==> src/rtl/fp_mul_pkg.sv <==
// Shared widths, rounding-mode type and ID sizing for the shared FP multiplier arbiter.
package fp_mul_pkg;
  localparam int SIGN_W_DEF = 1;
  localparam int EXPO_W_DEF = 8;
  localparam int MANT_W_DEF = 23;

  typedef logic [1:0] rnd_t;

  function automatic int id_w(int n);
    return (n > 2) ? $clog2(n) : 1;
  endfunction
endpackage

==> src/rtl/fp_mul_arb_rr_arbiter.sv <==
// Round-robin arbiter: first asserted req searching upward from ptr, wrapping.
module rr_arbiter #(
  parameter int NUM_REQ = 4,
  parameter int ID_W    = 2
) (
  input  logic [NUM_REQ-1:0] req,
  input  logic [ID_W-1:0]    ptr,
  input  logic               en,
  output logic [NUM_REQ-1:0] gnt,
  output logic [ID_W-1:0]    gnt_id
);
  always_comb begin
    gnt    = '0;
    gnt_id = '0;
    // walk offsets high to low so the nearest request to ptr wins last
    for (int k = NUM_REQ - 1; k >= 0; k--) begin
      automatic int idx = (int'(ptr) + k) % NUM_REQ;
      if (en && req[idx]) begin
        gnt      = '0;
        gnt[idx] = 1'b1;
        gnt_id   = ID_W'(idx);
      end
    end
  end
endmodule

==> src/rtl/mul_para.sv <==
// Combinational parameterised FP multiplier; denormals flush to zero.
// rnd: 00 nearest-even, 01 toward zero, 10 toward -inf, 11 toward +inf.
module mul_para #(
  parameter int SIGN_W = 1,
  parameter int EXPO_W = 8,
  parameter int MANT_W = 23
) (
  input  logic [SIGN_W+EXPO_W+MANT_W-1:0] a,
  input  logic [SIGN_W+EXPO_W+MANT_W-1:0] b,
  input  logic [1:0]                      rnd,
  output logic [SIGN_W+EXPO_W+MANT_W-1:0] res
);
  localparam int FP_W = SIGN_W + EXPO_W + MANT_W;
  localparam int PW   = 2 * (MANT_W + 1);
  localparam int EW   = EXPO_W + 2;
  localparam logic [EW-1:0] BIAS = EW'((1 << (EXPO_W - 1)) - 1);
  localparam logic [EW-1:0] EMAX = EW'((1 << EXPO_W) - 1);

  logic              sgn, zero_a, zero_b, inf_a, inf_b, nan_in, grd, stk, inc;
  logic [EXPO_W-1:0] ea, eb;
  logic [PW-1:0]     ma, mb, prod;
  logic [PW-2:0]     norm;
  logic [MANT_W-1:0] mant;
  logic [MANT_W:0]   mant_r;
  logic [EW-1:0]     e, e_r;

  always_comb begin
    sgn    = a[FP_W-1] ^ b[FP_W-1];
    ea     = a[MANT_W +: EXPO_W];
    eb     = b[MANT_W +: EXPO_W];
    zero_a = (ea == '0);
    zero_b = (eb == '0);
    inf_a  = (ea == '1);
    inf_b  = (eb == '1);
    nan_in = (inf_a & |a[MANT_W-1:0]) | (inf_b & |b[MANT_W-1:0]) |
             (inf_a & zero_b) | (inf_b & zero_a);
    ma     = {{(MANT_W+1){1'b0}}, 1'b1, a[MANT_W-1:0]};
    mb     = {{(MANT_W+1){1'b0}}, 1'b1, b[MANT_W-1:0]};
    prod   = ma * mb;
    // product of two [1,2) significands lies in [1,4): one-bit normalise
    norm   = prod[PW-1] ? prod[PW-2:0] : {prod[PW-3:0], 1'b0};
    mant   = norm[PW-2 -: MANT_W];
    grd    = norm[PW-2-MANT_W];
    stk    = |norm[PW-3-MANT_W:0];
    case (rnd)
      2'b00:   inc = grd & (stk | mant[0]);
      2'b01:   inc = 1'b0;
      2'b10:   inc = sgn & (grd | stk);
      default: inc = ~sgn & (grd | stk);
    endcase
    mant_r = {1'b0, mant} + {{MANT_W{1'b0}}, inc};
    e      = {2'b00, ea} + {2'b00, eb} + {{(EW-1){1'b0}}, prod[PW-1]} - BIAS;
    e_r    = e + {{(EW-1){1'b0}}, mant_r[MANT_W]};
    if (nan_in)
      res = {{SIGN_W{1'b0}}, {EXPO_W{1'b1}}, 1'b1, {(MANT_W-1){1'b0}}};
    else if (inf_a | inf_b)
      res = {{SIGN_W{sgn}}, {EXPO_W{1'b1}}, {MANT_W{1'b0}}};
    else if (zero_a | zero_b | e_r[EW-1] | (e_r == '0))
      res = {{SIGN_W{sgn}}, {(EXPO_W+MANT_W){1'b0}}};
    else if (e_r >= EMAX)
      res = {{SIGN_W{sgn}}, {EXPO_W{1'b1}}, {MANT_W{1'b0}}};
    else
      res = {{SIGN_W{sgn}}, e_r[EXPO_W-1:0], mant_r[MANT_W-1:0]};
  end
endmodule

==> src/rtl/fp_mul_arb.sv <==
// Round-robin share of one mul_para between NUM_REQ requesters; issue and
// result registers with full backpressure, results tagged by requester id.
module fp_mul_arb
  import fp_mul_pkg::*;
#(
  parameter int SIGN_W  = SIGN_W_DEF,
  parameter int EXPO_W  = EXPO_W_DEF,
  parameter int MANT_W  = MANT_W_DEF,
  parameter int NUM_REQ = 4,
  localparam int FP_W   = SIGN_W + EXPO_W + MANT_W,
  localparam int ID_W   = id_w(NUM_REQ)
) (
  input  logic                    clk,
  input  logic                    rst,
  input  logic [NUM_REQ-1:0]      req_valid,
  output logic [NUM_REQ-1:0]      req_ready,
  input  logic [NUM_REQ*FP_W-1:0] req_a,
  input  logic [NUM_REQ*FP_W-1:0] req_b,
  input  logic [NUM_REQ*2-1:0]    req_rnd,
  output logic                    out_valid,
  input  logic                    out_ready,
  output logic [FP_W-1:0]         out_res,
  output logic [ID_W-1:0]         out_id,
  output logic                    busy
);
  typedef struct packed {
    logic [FP_W-1:0] a;
    logic [FP_W-1:0] b;
    rnd_t            rnd;
    logic [ID_W-1:0] id;
  } s1_t;

  typedef struct packed {
    logic [FP_W-1:0] res;
    logic [ID_W-1:0] id;
  } s2_t;

  logic [2:1]                    vld_pipe;
  s1_t                           s1;
  s2_t                           s2;
  logic [ID_W-1:0]               rr_ptr, gnt_id;
  logic [NUM_REQ-1:0]            gnt;
  logic                          s1_adv, s2_adv, accept;
  logic [FP_W-1:0]               mul_res;
  logic [NUM_REQ-1:0][FP_W-1:0]  a_arr, b_arr;
  rnd_t [NUM_REQ-1:0]            rnd_arr;

  assign a_arr   = req_a;
  assign b_arr   = req_b;
  assign rnd_arr = req_rnd;

  assign s2_adv = !vld_pipe[2] | out_ready;
  assign s1_adv = !vld_pipe[1] | s2_adv;

  rr_arbiter #(.NUM_REQ(NUM_REQ), .ID_W(ID_W)) u_arb (
    .req    (req_valid),
    .ptr    (rr_ptr),
    .en     (s1_adv & !rst),
    .gnt    (gnt),
    .gnt_id (gnt_id)
  );

  assign req_ready = gnt;
  assign accept    = |gnt;

  mul_para #(.SIGN_W(SIGN_W), .EXPO_W(EXPO_W), .MANT_W(MANT_W)) u_mul (
    .a   (s1.a),
    .b   (s1.b),
    .rnd (s1.rnd),
    .res (mul_res)
  );

  always_ff @(posedge clk) begin
    if (rst) begin
      vld_pipe <= '0;
      s1       <= '0;
      s2       <= '0;
      rr_ptr   <= '0;
    end else begin
      if (s1_adv) begin
        vld_pipe[1] <= accept;
        if (accept) begin
          s1     <= '{a: a_arr[gnt_id], b: b_arr[gnt_id], rnd: rnd_arr[gnt_id], id: gnt_id};
          rr_ptr <= (gnt_id == ID_W'(NUM_REQ - 1)) ? '0 : gnt_id + 1'b1;
        end
      end
      // s2 payload holds when it drains without a replacement
      if (s2_adv) begin
        vld_pipe[2] <= vld_pipe[1];
        if (vld_pipe[1]) s2 <= '{res: mul_res, id: s1.id};
      end
    end
  end

  assign out_valid = vld_pipe[2] & !rst;
  assign out_res   = s2.res;
  assign out_id    = s2.id;
  assign busy      = vld_pipe[1] | vld_pipe[2];
endmodule

==> config.mk <==
export PLATFORM = sky130hd
export DESIGN_NAME = fp_mul_arb
export DESIGN_NICKNAME = d
export VERILOG_FILES = /design/src/rtl/fp_mul_pkg.sv /design/src/rtl/fp_mul_arb_rr_arbiter.sv /design/src/rtl/mul_para.sv /design/src/rtl/fp_mul_arb.sv
export SDC_FILE = /design/constraint.sdc
export NUM_CORES = 2
export LEC_CHECK = 0
export CORE_MARGIN = 5
export CORE_UTILIZATION = 60
export CTS_BUF_LIST = sky130_fd_sc_hd__clkbuf_8
export DETAILED_ROUTE_END_ITERATION = 6
export PLACE_DENSITY_LB_ADDON = 0.1
export SLEW_MARGIN = 20
export SYNTH_ARGS = -nofsm -noshare
export SYNTH_HDL_FRONTEND = slang
export SYNTH_SLANG_ARGS = --single-unit
==> constraint.sdc <==
create_clock -name clk -period 31.1 [get_ports clk]
set_clock_uncertainty 0.05 [all_clocks]
set_input_delay 9.33 -clock clk [delete_from_list [all_inputs] [get_ports clk]]
set_output_delay 9.33 -clock clk [all_outputs]
set_load 0.01 [all_outputs]
==> metrics.cfg <==
[worst_setup_path]
path_class=in2out
rrSetupSlack_ns=16.88
reg2reg_depth=44
slowest_stage=clkdlybuf4s50_1
crit_required_ns=21.72
r2r-start=s1[13]
path_delay_family=buffers and inverters
crit_fanout=61
cp_num_buf_inv=3
endpoint_kind=output port
cp-start-kind=input pin
cp.arrival_ns=12.59
slowest_delay_ns=0.60
crit_chain=buf_4 > buf_4 > a21oi_1 > and2_1 > a2111oi_0 > nor2b_1 > a222oi_1 > a21oi_1 > clkdlybuf4s50_1
reg2reg_to=out_res[22]

[layout]
drive_gt1_share_pct=3.212
nFillCells=3744
diodes=0
finalNetCount=4465
areaGrowthSynthToFinish_pct=13.36

[cts]
cts_tree=yes
postCtsSetupBuffers=0
cts_root_buf=clkbuf_8
cts-hold-fix-buffers=0
cts_sinks=106
clk_path_buf_depth=2
h-tree-depth=3
clk_pin_slew_ns=0.11
post_cts_resize_count=0
cts_buffers=9
clk_latency_ns=0.43

[route]
routed_via_density=5.988
drcViolationCount=0
drt_pre_antenna_iters=5
wl_per_cell_um=21.48
drtAntennaViolNets=0
vias=24660
drt_iter0_drc=1870
wl_um=88450

[yosys]
synth.largest_area_cell=fa_1
yosysWarnings=0
ys_top_cells_by_area=fa_1 35%, ha_1 9.0%, inv_1 8.0%, dfxtp_1 7.8%, nand2_1 7.0%
syn_area_mm2=0.02730
syn-num-nets=4295
synth_top_area_share_pct=35.49
ys_ff_latch=106
synthDistinctLibCells=91
synth_edf_count=0
syn_area_per_cell_um2=8.166
yosysSeqAreaShare_pct=7.773
synth_cells=3343
synthArstFlopShare_pct=0
synthFlopType=dfxtp_1

[global_routing]
grt_use_total_pct=35.81
grt_max_degree=115
grt_pass1_vias=26660
antenna_found_initial=3
grt_pass1_wl_um=141600
grt_remaining_overflow=0

[floorplanning]
pin_count=311
core-area_mm2=0.04519
rows=78
start_util_pct=60.41
dieArea_mm2=0.04986
dieHeight_um=223.3
die_x_um=223.3

[sta]
post-route-period-util_pct=70.65
fin_setup_tns_ns=0
period_needed_ns=21.97
finalMaxSlewViolations=0
setup_viol=0
relSlewSlack_pct=29.55
rsz0062_at_grt=false
worst_pin_slew_ns=1.055
max_clock_freq_mhz=45.51
finalHoldViolCount=0

[placed_design]
place_congestion=0.9733
place.detailed.hpwl_um=70690
io_buffers=310

[outcome]
status=complete, no violations

[hold_path]
hold_path.startpoint=s1[1]
whs_endpoint=out_id[1]
hold_class=reg2reg
hold_depth=2

[run]
cap_violations=0

==> how the worst max path moves through the flow <==
stage                       startpoint      endpoint  slack [ns]  depth (start not counted)
final                              rst  req_ready[1]        9.13                          9
after detailed placement           rst  req_ready[1]        9.18                          9
after global placement             rst  req_ready[0]        9.34                          9
after floorplan           req_valid[1]  req_ready[0]       10.69                          6
after global routing               rst  req_ready[0]        8.89                          9
after CTS                          rst  req_ready[1]        9.18                          9
==> cells in the mapped netlist (all sizes together), types with 4 or more instances <==
library cell and instances:
nor3 32, a222oi 4, o21bai 8, o2111ai 4, buf 34, or3 6, and3 16, nand3 32
and2 297, o21ai 63, a211o 6, a21o 14, xnor2 35, or2 4, a2111oi 6, ha 197
o31ai 9, nor2 186, nand2b 10, mux2i 15, nand2 512, nor4 27, clkbuf 170, a21oi 144
nand4 29, a22o 4, inv 580, dfxtp 106, nor4b 4, a22oi 11, o311ai 5, o211ai 16
fa 484, nand3b 4, a211oi 85, nor2b 7, or4 7, a31oi 5, a311oi 68, o21a 11
and4 9, xor2 32
==> logic make-up (layout without fill, tap and decap cells) <==
group                    count (synthesis)  after routing  share of synthesized area (%)
buffers and inverters                  787            962                          11.03
AO/OA/AOI/OAI                          496            496                          12.73
multiplexers                            19             19                         0.7975
adder cells (fa/ha/maj)                681            681                          44.52
AND/OR/NAND/NOR                       1187           1187                          20.96
flip-flops                             106            106                          7.773
XOR/XNOR                                67             67                          2.177
==> stage by stage <==
step / std cells / setup WS [ns] / instance area, um2 / hold WS [ns] / util [%]
floorplan: 3343 / 10.69 / 27300 / 0.3815 / -
global placement: 4102 / 9.336 / 30750 / 0.3917 / 68.05
finish: 4118 / 9.127 / 30950 / 0.4150 / 68.49
global route: 4118 / 8.885 / 30950 / 0.4465 / 68.49
CTS: 4118 / 9.176 / 30940 / 0.4161 / 68.47
detailed placement: 4102 / 9.184 / 30750 / 0.4016 / 68.05
==> routing by layer <==
metal	GRT usage [%]	wire [um]
met5	0	45
met4	19.41	5877
met3	7.408	7067
met2	59.64	41910
met1	43.74	33560
==> registers in the layout, indices dropped and copies added, names as in the netlist <==
name,count
rr_ptr,2
out_res,32
vld_pipe,2
s1,68
out_id,2
==> cells in the final DEF (no fill, tap or decap), types with 11 or more instances in the layout <==
cell type	netlist	layout
nor3_1	31	31
o21a_1	11	11
a311oi_1	68	68
o211ai_1	12	12
nor2_1	186	186
and3_1	16	16
buf_4	5	53
fa_1	484	484
a21oi_1	139	139
mux2i_1	15	15
xor2_1	31	31
nand2_1	511	511
inv_1	579	578
ha_1	197	197
nand4_1	27	27
dfxtp_1	106	105
xnor2_1	35	35
a21o_1	14	14
a211oi_1	84	84
o21ai_0	56	56
nand3_1	31	31
nor4_1	25	24
and2_1	296	296
clkdlybuf4s50_1	0	309
==> cell type report <==
cell class | instances | area [um2] | area share [%]
clock buffer | 10 | 137.6 | 0.4448
multi-input combinational | 2450 | 22190 | 71.70
sequential | 106 | 2123 | 6.861
clock inverter | 6 | 55.05 | 0.1779
tap | 600 | 750.7 | 2.426
timing repair buffer | 363 | 3502 | 11.32
inverter | 583 | 2190 | 7.076
==> worst register-to-register path, delay by kind of cell, from the launching register on <==
family / cells / cell delay (ns)
adders and majority gates: 10 / 4.69
and+or+nand+nor: 15 / 4.33
AOI/OAI and AO/OA: 10 / 2.51
buffers and inverters: 7 / 1.10
DFF: 1 / 1.03
muxes: 2 / 0.49
Power is not shown: default switching activity piles up to over one toggle a cycle in this logic, so the estimate is an artifact.
